[src/rtl/uart_rx_core.sv]
// rtl/uart_rx_core.sv - parametrised UART receive core with majority-vote sampling
//
// Purpose:
//   Receives asynchronous serial frames (start, DATA_BITS data LSB first,
//   optional parity, STOP_BITS stop bits) on a clock running at
//   OVERSAMPLE x baud. Each bit is decided by a majority vote of three
//   samples around mid-bit. A completed frame is presented as a one-cycle
//   o_rx_valid pulse together with parity and framing status.
//
// Ports:
//   clk          - OVERSAMPLE x baud clock
//   reset        - synchronous, active-low
//   i_rx_data    - asynchronous serial line, idle high
//   o_rx_data    - last received word, held until the next o_rx_valid
//   o_rx_valid   - one-cycle frame-complete pulse
//   o_parity_err - parity status of the delivered frame (0 without parity)
//   o_frame_err  - set when any stop bit of the delivered frame voted 0
//   o_busy       - receiver is inside a frame or waiting out a break

module uart_rx_core #(
  parameter int OVERSAMPLE = 8,
  parameter int DATA_BITS  = 8,
  parameter int PARITY     = 0,
  parameter int STOP_BITS  = 1
) (
  input  logic                 clk,
  input  logic                 reset,
  input  logic                 i_rx_data,
  output logic [DATA_BITS-1:0] o_rx_data,
  output logic                 o_rx_valid,
  output logic                 o_parity_err,
  output logic                 o_frame_err,
  output logic                 o_busy
);

  localparam int CW = (OVERSAMPLE > 1) ? $clog2(OVERSAMPLE) : 1;
  localparam int H  = OVERSAMPLE / 2;

  localparam logic [CW-1:0] CNT_LAST = CW'(OVERSAMPLE - 1);
  localparam logic [CW-1:0] CNT_S0   = CW'(H - 1);
  localparam logic [CW-1:0] CNT_S1   = CW'(H);
  localparam logic [CW-1:0] CNT_DEC  = CW'(H + 1);
  localparam logic [3:0]    DATA_LAST = 4'(DATA_BITS - 1);
  localparam logic [3:0]    STOP_LAST = 4'(STOP_BITS - 1);
  localparam logic          ODD_PAR   = (PARITY == 1);
  localparam logic          HAS_PAR   = (PARITY != 0);

  typedef enum logic [2:0] {
    ST_IDLE,
    ST_START,
    ST_DATA,
    ST_PARITY,
    ST_STOP,
    ST_BREAK
  } state_t;

  state_t                 state;
  state_t                 next_state;
  logic                   sync_1;
  logic                   rx_s;
  logic [CW-1:0]          cnt;
  logic [3:0]             bit_cnt;
  logic [1:0]             samp;
  logic [DATA_BITS-1:0]   shift;
  logic                   par_err;
  logic                   frm_err;

  logic                   at_last;
  logic                   at_dec;
  logic                   vote;
  logic                   deliver;
  logic                   cnt_hold;

  // The third vote sample is the live rx_s on the decision edge itself.
  assign at_last = (cnt == CNT_LAST);
  assign at_dec  = (cnt == CNT_DEC);
  assign vote    = (samp[0] & samp[1]) | (samp[0] & rx_s) | (samp[1] & rx_s);
  assign deliver = (state == ST_STOP) && (bit_cnt == STOP_LAST) && at_dec;

  // The FSM is already back in IDLE during the delivery cycle, so the
  // valid pulse keeps busy asserted through it.
  assign o_busy = (state != ST_IDLE) | o_rx_valid;

  always_comb begin
    next_state = state;
    case (state)
      ST_IDLE:   if (!rx_s) next_state = ST_START;
      ST_START: begin
        if (at_dec && vote)  next_state = ST_IDLE;
        else if (at_last)    next_state = ST_DATA;
      end
      ST_DATA: begin
        if (at_last && (bit_cnt == DATA_LAST))
          next_state = HAS_PAR ? ST_PARITY : ST_STOP;
      end
      ST_PARITY: if (at_last) next_state = ST_STOP;
      // The last stop bit is not waited out so the next start edge can be
      // caught immediately after delivery.
      ST_STOP:   if (deliver) next_state = vote ? ST_IDLE : ST_BREAK;
      ST_BREAK:  if (rx_s) next_state = ST_IDLE;
      default:   next_state = ST_IDLE;
    endcase
  end

  assign cnt_hold = (state == ST_IDLE) || (state == ST_BREAK) ||
                    (next_state == ST_IDLE) || (next_state == ST_BREAK);

  always_ff @(posedge clk) begin
    if (!reset) begin
      sync_1       <= 1'b1;
      rx_s         <= 1'b1;
      state        <= ST_IDLE;
      cnt          <= '0;
      bit_cnt      <= '0;
      samp         <= '0;
      shift        <= '0;
      par_err      <= 1'b0;
      frm_err      <= 1'b0;
      o_rx_data    <= '0;
      o_rx_valid   <= 1'b0;
      o_parity_err <= 1'b0;
      o_frame_err  <= 1'b0;
    end else begin
      sync_1     <= i_rx_data;
      rx_s       <= sync_1;
      state      <= next_state;
      o_rx_valid <= 1'b0;

      if (cnt_hold || at_last) cnt <= '0;
      else                     cnt <= cnt + CW'(1);

      if (cnt == CNT_S0) samp[0] <= rx_s;
      if (cnt == CNT_S1) samp[1] <= rx_s;

      if (state != next_state)
        bit_cnt <= '0;
      else if (at_last && ((state == ST_DATA) || (state == ST_STOP)))
        bit_cnt <= bit_cnt + 4'd1;

      if ((state == ST_IDLE) && (next_state == ST_START)) begin
        par_err <= 1'b0;
        frm_err <= 1'b0;
      end

      if ((state == ST_DATA) && at_dec)
        shift <= {vote, shift[DATA_BITS-1:1]};

      if ((state == ST_PARITY) && at_dec)
        par_err <= (^shift) ^ vote ^ ODD_PAR;

      if ((state == ST_STOP) && at_dec && !vote)
        frm_err <= 1'b1;

      if (deliver) begin
        o_rx_data    <= shift;
        o_parity_err <= HAS_PAR & par_err;
        o_frame_err  <= frm_err | ~vote;
        o_rx_valid   <= 1'b1;
      end
    end
  end

endmodule

[config.mk]
export PLATFORM = sky130hd
export DESIGN_NAME = uart_rx_core
export DESIGN_NICKNAME = d
export VERILOG_FILES = /design/src/rtl/uart_rx_core.sv
export SDC_FILE = /design/constraint.sdc
export NUM_CORES = 1
export LEC_CHECK = 0
export CELL_PAD_IN_SITES_DETAIL_PLACEMENT = 0
export CELL_PAD_IN_SITES_GLOBAL_PLACEMENT = 1
export CORE_ASPECT_RATIO = 1.4
export CORE_MARGIN = 2
export CORE_UTILIZATION = 25
export DETAILED_ROUTE_END_ITERATION = 12
export PLACE_DENSITY = 0.55
export REMOVE_ABC_BUFFERS = 1
export SLEW_MARGIN = 25
export SYNTH_ARGS = -nofsm -noshare
export SYNTH_HDL_FRONTEND = slang
export SYNTH_SLANG_ARGS = --single-unit
[constraint.sdc]
create_clock -name clk -period 2.4 [get_ports clk]
set_input_delay 0.36 -clock clk [delete_from_list [all_inputs] [get_ports clk]]
set_output_delay 0.36 -clock clk [all_outputs]
set_load 0.01 [all_outputs]
==> results of run 1 <==
==> per-layer routing <==
| metal | vias up | GRT usage, % |
|---|---|---|
| met1 | 543 | 11.6 |
| met2 | 18 | 20.9 |
| met5 | - | 0 |
| met4 | 0 | 5.45 |
| li1 | 569 | - |
| met3 | 7 | 2.83 |
==> registers in the layout, indices dropped and copies added (netlist names) <==
register and count:
o_rx_valid 1, cnt 3, bit_cnt 4, sync_1 1, rx_s 1, state 3
samp 2, frm_err 1, o_rx_data 8, o_frame_err 1, shift 8
==> kinds of logic (layout without fill, tap and decap cells) <==
group,count (synthesis),count (layout)
buf+inv,16,33
fa+ha+maj,8,8
xor+xnor,7,7
simple gates,60,60
mux,18,18
compound gates,15,15
flops,33,33
other cells,1,1
==> final cells by class <==
| cell class | instances | share of cell area [%] |
|---|---|---|
| tap | 70 | 4.84 |
| inverter | 9 | 1.87 |
| timing repair buffer | 16 | 8.44 |
| clock buffer | 7 | 5.33 |
| multi-input combinational | 109 | 42.7 |
| clock inverter | 1 | 0.277 |
| sequential | 33 | 36.5 |
==> per-stage QoR <==
step	total power [mW]	std cells	setup slack [ns]	cell area, sq um
floorplan	0.587	151	0.558	1470
global placement	0.601	237	0.314	1710
detailed placement	0.602	237	0.319	1710
CTS	1.07	245	0.206	1810
global route	1.10	245	0.140	1810
finish	1.05	245	0.225	1810
==> report_power, final <==
part | internal (mW) | switching [mW]
Clock | 0.259 | 0.203
Sequential | 0.550 | 0.00519
Combinational | 0.0135 | 0.0200
Total | 0.823 | 0.228
==> placed cells by master, fill, tap and decap left out, types with 2 or more instances in the layout <==
master | Yosys | layout
or3_1 | 3 | 3
inv_1 | 9 | 9
dfxtp_1 | 33 | 33
nand2b_1 | 4 | 4
nor2_1 | 24 | 24
xnor2_1 | 4 | 4
xor2_1 | 3 | 3
nand3_1 | 2 | 2
buf_4 | 2 | 3
nor3_1 | 6 | 6
ha_1 | 7 | 7
clkbuf_8 | 0 | 7
clkdlybuf4s50_1 | 0 | 13
o32ai_1 | 2 | 2
nand2_1 | 10 | 10
nor3b_1 | 2 | 2
a21oi_1 | 2 | 2
a211oi_1 | 3 | 3
mux2i_1 | 18 | 18
==> worst paths after layout <==
kind | depth (start not counted) | endpoint | startpoint
setup / recovery | 2 | o_busy | state[1]
hold reg to reg | 1 | rx_s | sync_1
hold / removal | 1 | rx_s | sync_1
setup reg to reg | 5 | bit_cnt[2] | state[2]
==> impl_metrics.ini, run 1 <==
[cts]
cts-htree-levels = 2
cts_tree = built
cts_buffers = 5
cts_root_buf = clkbuf_8
cts_resized = 0
cts.sinks = 33
hold_buffers = 0
ctsLongestPathBuffers = 2
cts.clk_slew.worst_paths_ns = 0.07
insertion_delay_ns = 0.29
cts_setup_buffers = 0

[sta]
worst_pin_slew_ns = 0.563
hold_ws_ns = 0.408
max_freq_ghz = 0.460
rsz0062_at_grt = no
period_minus_slack_ns = 2.18
timing.final.crit_share_pct = 90.6
maxSlewViolCount = 0
skew_ns = 0.00790
fin_setup_tns_ns = 0
setup_violations = 0
slew_headroom_pct = 62.4
hold_viol_final = 0

[final_layout]
final_core_util_pct = 30.8
num-nets-final = 184
fillCellCount = 642
syn2layout_area_growth_pct = 19.7
regArea_sq_um = 661
multi_input_area_sq_um = 772
drive_above_1_share_pct = 9.14
antennaDiodeCount = 0

[critical_path]
critPathCaptureType = primary output
path_cells = or4_1 -> clkdlybuf4s50_1
worst_path_max_delay_cell = or4_1
cp_top_family = simple AND/OR/NAND/NOR gates
crit_type = reg2out
critPathBufInv = 1
reg2reg_setup_slack_ns = 0.34
worstPathArrival_ns = 1.82
worstPathRequired_ns = 2.04
cp_max_fo = 14
cp-start-kind = flop
cp_slowest_stage_delay_ns = 0.57

[detailed_routing]
avgRoutedWirePerCell_microns = 13.2
vias_per_cell = 4.64
highest_layer = met4
ant_nets = 0
routed-via-count = 1137
dr.pass1.iters = 4
met3_length_microns = 111
drc = 0
wl_met2_mm = 1.73
first_iter_violations = 27
wl_mm = 3.22
routedLengthMet1_mm = 1.29

[job]
drv_cap = 0

[global_routing]
overflow = 0
grt_pass1_wl_mm = 5.80
grt_max_degree = 25
grt_pass1_vias = 1200
gr-usage-all-layers_pct = 11.2
antenna_found_initial = 0

[hold_path]
holdCritPathClass = reg2reg

[die]
start_util_pct = 25.8
ios = 15
fp.dieH_microns = 96.0
core_sq_mm = 0.00586
rows = 33
dieWidth_microns = 69.7
die_area_sq_mm = 0.00669

[synthesis]
netlist.area_leader.share_pct = 43.7
synth_ff_type = dfxtp_1
synth_edf_count = 0
synth_largest_area_cell = dfxtp_1
synthCells = 158
ys_warn_count = 0
synth.area.top_cells = dfxtp_1, mux2i_1, nor2_1
syn_area_per_cell_sq_um = 9.56
synth_simple_gate_area_share_pct = 19.7
netlist_area_sq_mm = 0.00151
synth_cell_types = 39
synth_commonest_cells = dfxtp_1, nor2_1, mux2i_1, nand2_1, inv_1
synth-xor-area-share_pct = 4.06
synthAdderAreaFrac_pct = 6.55
synth_mux_area_share_pct = 11.9
async_reset_ff_share_pct = 0
yosysMostFrequentCell = dfxtp_1
synth_top_family_by_area = simple AND/OR/NAND/NOR gates
synth_compound_area_share_pct = 8.62
ys_ff_latch = 33
ys_seq_area_share_pct = 43.7

[power_and_ir_drop]
cellLeakagePower_nw = 0.687
p_per_area_mw_per_mm2 = 581
vdd.ir_drop.worst_uv = 282

[placed_design]
dp_hpwl_mm = 2.41
io_buffers = 13
place_congestion = 0.844

[status]
status = finished clean
(Power assumes the default switching activity.)
==> inputs of run 2 (changes only) <==
Settings changed: CTS_CLUSTER_SIZE set to 24.
==> results of run 2 <==
Same layout as run 1: the final DEF is identical, and so are final timing and power.
